## src/rtl/host_cpl_mux.sv

```systemverilog
// host_cpl_mux: round-robin merge of completion sources into one registered host
// completion queue, with per-source accepted-completion counters.
module host_cpl_mux #(
  parameter int N_SRC = 4,
  parameter int CPL_BITS = 64,
  parameter int CNT_BITS = 16,
  localparam int SW = $clog2(N_SRC)
) (
  input  logic                      aclk,
  input  logic                      aresetn,
  input  logic [N_SRC-1:0]          s_cpl_valid,
  output logic [N_SRC-1:0]          s_cpl_ready,
  input  logic [N_SRC*CPL_BITS-1:0] s_cpl_data,
  output logic                      m_cpl_valid,
  input  logic                      m_cpl_ready,
  output logic [CPL_BITS-1:0]       m_cpl_data,
  output logic [SW-1:0]             m_cpl_src,
  input  logic                      cnt_clr,
  output logic [N_SRC*CNT_BITS-1:0] cpl_cnt,
  output logic                      idle
);
  logic                valid_q, valid_d;
  logic [CPL_BITS-1:0] data_q, data_d;
  logic [SW-1:0]       src_q, src_d, ptr_q, ptr_d, gnt;
  logic [CNT_BITS-1:0] cnt_q [N_SRC];
  logic [CNT_BITS-1:0] cnt_d [N_SRC];
  logic                gnt_v, load, xfer;
  // descending scan so the source closest to ptr is the last (winning) assignment
  always_comb begin
    gnt_v = 1'b0;
    gnt = '0;
    for (int k = N_SRC - 1; k >= 0; k--)
      if (s_cpl_valid[(int'(ptr_q) + k) % N_SRC]) begin
        gnt_v = 1'b1;
        gnt = SW'((int'(ptr_q) + k) % N_SRC);
      end
  end
  assign load = ~valid_q | m_cpl_ready;
  assign xfer = load & gnt_v & aresetn;
  always_comb begin
    s_cpl_ready = '0;
    s_cpl_ready[gnt] = xfer;
  end
  always_comb begin
    valid_d = load ? gnt_v : valid_q;
    data_d = xfer ? s_cpl_data[int'(gnt)*CPL_BITS +: CPL_BITS] : data_q;
    src_d = xfer ? gnt : src_q;
    ptr_d = xfer ? ((int'(gnt) == N_SRC - 1) ? '0 : gnt + 1'b1) : ptr_q;
    for (int i = 0; i < N_SRC; i++)
      cnt_d[i] = (cnt_clr ? '0 : cnt_q[i]) + CNT_BITS'(xfer && int'(gnt) == i);
  end
  always_ff @(posedge aclk or negedge aresetn)
    if (!aresetn) begin
      valid_q <= 1'b0;
      data_q <= '0;
      src_q <= '0;
      ptr_q <= '0;
      for (int i = 0; i < N_SRC; i++) cnt_q[i] <= '0;
    end else begin
      valid_q <= valid_d;
      data_q <= data_d;
      src_q <= src_d;
      ptr_q <= ptr_d;
      for (int i = 0; i < N_SRC; i++) cnt_q[i] <= cnt_d[i];
    end
  for (genvar g = 0; g < N_SRC; g++) begin : g_cnt
    assign cpl_cnt[g*CNT_BITS +: CNT_BITS] = cnt_q[g];
  end
  assign m_cpl_valid = valid_q;
  assign m_cpl_data = data_q;
  assign m_cpl_src = src_q;
  assign idle = ~valid_q & ~|s_cpl_valid;
endmodule

```

## config.mk

```make
export PLATFORM = sky130hd
export DESIGN_NAME = host_cpl_mux
export DESIGN_NICKNAME = d
export VERILOG_FILES = /design/src/rtl/host_cpl_mux.sv
export SDC_FILE = /design/constraint.sdc
export NUM_CORES = 1
export LEC_CHECK = 0
export BUFFER_PORTS_ARGS = -buffer_cell sky130_fd_sc_hd__buf_4
export CORE_AREA = 5 5 153 155
export CTS_CLUSTER_SIZE = 10
export DETAILED_ROUTE_END_ITERATION = 10
export DIE_AREA = 0 0 158 160
export PLACE_DENSITY = 0.7
export SLEW_MARGIN = 10
export SYNTH_ARGS = -nofsm -noshare
export SYNTH_HDL_FRONTEND = slang
export SYNTH_SLANG_ARGS = --single-unit
export TNS_END_PERCENT = 10
```

## constraint.sdc

```tcl
create_clock -name aclk -period 3.7 [get_ports aclk]
set_input_delay 0.925 -clock aclk [delete_from_list [all_inputs] [get_ports aclk]]
set_output_delay 0.925 -clock aclk [all_outputs]
set_load 0.1 [all_outputs]
```

* Word level (Yosys, flattened, before mapping)
Index checks and enable logic that the tools add are counted.
Storage, ports and cells: register bits 133, bits in latches 0, memory bits (writable) 0, ROM bits 0, bits of input ports 264, output and inout bits 136, word-level logic and storage cells 72, memories 0
Operators by class: add/subtract/negate cells 8, $mul 0, div/mod/pow operators 0, magnitude comparators 6, eq/ne operators 3, shift operators 1, mux-type cells 26, bitwise logic cells 9, reduce and logical (&&, ||, !) cells 11
Operators with widths (number):
- $shiftx A256 B9 Y64 | 1
- $add A16 B1 Y16 | 4
- $mux W16 | 4
- $lt A3 B4 Y1 const B | 3
- $mux W1 | 12
- $mux W2 | 5
- $bmux W1 S2 | 4
- $lt A2 B3 Y1 const B | 2
- $reduce_or A2 Y1 | 3
- $logic_and A1 B1 Y1 | 5
- $add A2 B1 Y2 const B | 2
- $add A2 B2 Y2 const B | 2
- $and A4 B4 Y4 | 1
- $eq A2 B2 Y1 const B | 2
- $reduce_or A4 Y1 | 1
- $and A1 B1 Y1 | 3
- $and A1 B1 Y1 const A | 3
- $demux W1 S2 | 1
- $eq A2 B1 Y1 const B | 1
- $ge A2 B1 Y1 const B | 1
- $logic_not A2 Y1 | 1
- $logic_not A1 Y1 | 1
- $not A1 Y1 | 1
- $or A1 B1 Y1 | 1

* Depth between registers and ports, before layout
word-level depth 15, gate-level depth with buffers 15, gate-level depth less buffers 13

* Least setup slack after synthesis
No wires, ideal clock.
kind input to register, start input s_cpl_valid[2], end register cnt_q (netlist bit cpl_cnt[14]), setup time 0.078 ns, arrival 4.976 ns, required time 3.622 ns, slack -1.354 ns, stages on the path 13, buffers on the path 2, cells stage by stage inv_1 > o221a_2 > o22ai_1 > buf_2 > buf_2 > inv_2 > nor2_1 > ha_1 > ha_1 > inv_1 > or4_1 > or3_1 > a21oi_1
RTL lines:
- from (decl) | line 11 | input logic [N_SRC-1:0] s_cpl_valid,
- to (decl) | line 25 | logic [CNT_BITS-1:0] cnt_q [N_SRC];

* Worst setup path after layout
start input s_cpl_valid[3], end output s_cpl_ready[1]
On the way: word-level cells in the longest chain between the ends 12, elaborated cells between the ends (all ways) 27, those cells by class order compare (2); mux (21); bitwise (3); reduce/logical (1)
Ends and longest elaborated chain:
- $bmux W1 S2 | line 33 | if (s_cpl_valid[(int'(ptr_q) + k) % N_SRC]) begin
- $mux W1 (not written as such) (2 in a row) | line 33
- $mux W2 (4 in a row) | line 33
- $lt A2 B3 Y1 (not written as such) or $ge A2 B1 Y1 (tied branches) | line 42 | s_cpl_ready[gnt] = xfer;
- $logic_and A1 B1 Y1 (not written as such) | line 42
- $mux W1 (not written as such) | line 42
- $demux W1 S2 | line 42
- $and A4 B4 Y4 (no line) (*)
- to (decl) | line 12 | output logic [N_SRC-1:0] s_cpl_ready,
Every way passes the cells marked *; elsewhere a longest branch is shown, timed or not. The select of a mux whose other input is x is not followed.

==> flow_summary.json <==
{
  "result_of_the_run": "finished clean",
  "post_cts_hold_buffer_count": 0,
  "detail_route.drc_violations": 0,
  "hold-worst-slack_ns": 0.479,
  "total_power_mw": 8.31,
  "fp.dieArea_um2": 25300,
  "initial_cell_density_of_the_core": 0.333,
  "report.final.hold_viol_count": 0,
  "worst_slew_pin_slew_ns": 1.11,
  "drt_iter0_drc": 352,
  "worst_setup_path_start_kind": "primary input",
  "yosysUniqueCellTypes": 41,
  "max_freq_mhz": 299,
  "detail_route.wirelength_um": 26100,
  "die_width_um": 158,
  "initial_antenna_violation_count": 3,
  "floorplan.rows": 54,
  "syn-instance-count": 692,
  "max-vdd-ir-drop_mv": 0.532,
  "synth-edff-count": 0,
  "timing.setup.critical_path_class": "in2out",
  "synth.yosys.warnings": 0,
  "grt_max_degree": 130,
  "final.setup_skew_ns": 0.00937,
  "num_vias": 6924,
  "post-route-min-period_ns": 3.34,
  "worst_slew_slack_as_a_fraction_of_its_limit": 0.261,
  "layout.nets": 1348,
  "cts_setup_buffers": 0,
  "crit_path_cells": "buf_4, or4_1, and3_1, nand2b_4, nor2_4, buf_4",
  "grt_util_overall": 0.201,
  "power.density_cell_area_nw_per_um2": 742,
  "cts_repair_resize_count": 0,
  "area_delta_synth_final_pct": 55.2,
  "route.detailed.wl_per_inst_um": 19.1,
  "final_layout_size_suffix_gt1_frac": 0.425,
  "clkSlewWorstSetupHoldPaths_ns": 0.06,
  "worst_endpoint_required_time_ns": 2.77,
  "port_buf_inserts": 399,
  "critPathCaptureType": "output pin",
  "worst_hold_check_path_type": "reg2reg",
  "clock-root-buffer": "clkbuf_16",
  "grt_overflow": 0,
  "grt_pass1_wl_um": 39600,
  "setup_viol": 0,
  "worstSkewPairLatency_ns": 0.42,
  "mean_area_per_synthesized_cell_um2": 10.4,
  "cp_most_frequent_cell": "buf_4",
  "vias_per_cell": 5.06,
  "synth_async_sr_flop_share": 1.00,
  "postSynthNetCount": 967,
  "drv_slew": 0,
  "crit_arrival_ns": 2.42,
  "drt_first_pass_iters": 4,
  "cts_tree": "done",
  "fp.dieH_um": 160,
  "route.antenna.remaining_nets": 0,
  "rsz_0062_raised_after_global_routing": "false",
  "layout_common_cells": "404 x buf_4, 133 x dfrtp_1, 128 x mux2i_1, 92 x nand2_1, 64 x o221ai_1",
  "portion_of_the_post_synthesis_area_used_by_sequential_elements": 0.461,
  "timing.critical_path.slowest_stage_cell": "or4_1",
  "syn_std_cell_area_um2": 7210,
  "critPathMaxStageDelay_ns": 0.62,
  "ctsLongestPathBuffers": 2,
  "yosys_register_bits": 133,
  "core_area_um2": 21700,
  "leakagePower_nw": 5.80,
  "final_min_period_over_clock_period": 0.904,
  "top_level_ports": 400,
  "mostFrequentLayoutCell": "buf_4",
  "numCtsBuffers": 17,
  "globalplace.congestion": 0.855,
  "critical_path_peak_fanout": 4,
  "filler_cell_count": 2000,
  "clock-sinks": 133,
  "hpwlAfterDp_um": 19900,
  "htree_levels": 4,
  "number_of_global_route_vias_before_repair": 7194,
  "dominantRegCellSynth": "dfrtp_1",
  "cap_violations": 0
}
## cell type report
| type | instances | area [um^2] | share of cell area |
|---|---|---|---|
| clock buffer | 19 | 443 | 0.0396 |
| inverter | 9 | 41.3 | 0.00369 |
| timing repair buffer | 407 | 3080 | 0.276 |
| tap | 280 | 350 | 0.0313 |
| multi-input combinational | 505 | 3770 | 0.337 |
| antenna | 3 | 7.51 | 0.000671 |
| sequential | 133 | 3330 | 0.297 |
| clock inverter | 12 | 169 | 0.0151 |
## final timing paths
path,cells after the start,slack (ns),start,end
min in group asynchronous,2,0.68,aresetn,cpl_cnt[11]$_DFF_PN0_
min,2,0.48,m_cpl_src[1]$_DFFE_PN0P_,m_cpl_src[1]$_DFFE_PN0P_
max in group asynchronous,3,1.56,aresetn,m_cpl_data[53]$_DFFE_PN0P_
max,6,0.36,s_cpl_valid[3],s_cpl_ready[1]
max reg2reg,12,0.84,ptr_q[1]$_DFFE_PN0P_,cpl_cnt[60]$_DFF_PN0_
min reg2reg,2,0.48,m_cpl_src[1]$_DFFE_PN0P_,m_cpl_src[1]$_DFFE_PN0P_
## per-stage QoR
step | TNS (ns) | setup WS (ns) | instance area [um^2] | utilization | instances
3_3_place_gp | 0 | 0.283 | 10600 | 0.487 | 1334
4_1_cts | 0 | 0.357 | 11200 | 0.516 | 1365
6_report | 0 | 0.357 | 11200 | 0.516 | 1368
2_1_floorplan | -0.00965 | -0.00965 | 7380 | - | 692
5_1_grt | 0 | 0.315 | 11200 | 0.516 | 1368
3_5_place_dp | 0 | 0.265 | 10600 | 0.487 | 1334
## routing by layer
layer  up-vias  track usage  part of all wire
li1       3287            -                 -
met1      3343        0.244              0.39
met2       259        0.338              0.51
met3        35       0.0644             0.078
met4         0       0.0601             0.023
met5         -            0                 0
## worst max-delay path, delay by kind of cell
| family | cells | cell delay, ns |
|---|---|---|
| buffers and inverters | 2 | 0.38 |
| and+or+nand+nor | 4 | 1.10 |
## synthesized netlist by cell type, types with 2 or more instances
master,n,area [um^2]
dfrtp_1,133,3330
mux2i_1,128,1280
nand2_1,93,349
o221ai_1,64,561
nor2_1,41,154
xor2_1,24,210
buf_2,18,90.1
nor2b_1,17,106
xnor2_1,17,149
clkbuf_1,16,60.1
o21ai_0,16,80.1
a21oi_1,15,75.1
nand4_1,13,81.3
or3_1,13,81.3
ha_1,11,138
nand3_1,11,55.1
buf_4,8,60.1
inv_1,8,30.0
nand2b_1,8,50.1
and3_1,4,25.0
or4_1,4,30.0
and2_1,3,18.8
buf_1,3,11.3
nor3_1,3,15.0
nor4_1,3,18.8
nand4b_1,2,17.5
nor3b_1,2,15.0
## power breakdown
group / internal [mW] / switching, mW
clock: 1.09 / 0.684
sequential: 1.78 / 0.209
combinational: 1.20 / 3.34
## sequential cells by signal, summed over array words and instances, names as in the netlist
name         count
cpl_cnt         64
ptr_q            2
m_cpl_data      64
m_cpl_src        2
m_cpl_valid      1
## cell families after synthesis
| group | synth area share |
|---|---|
| buf+inv | 0.0354 |
| mux | 0.178 |
| compound gates | 0.105 |
| flops | 0.461 |
| xor+xnor | 0.0498 |
| fa+ha+maj | 0.0191 |
| simple gates | 0.152 |
(Power assumes the default switching activity.)
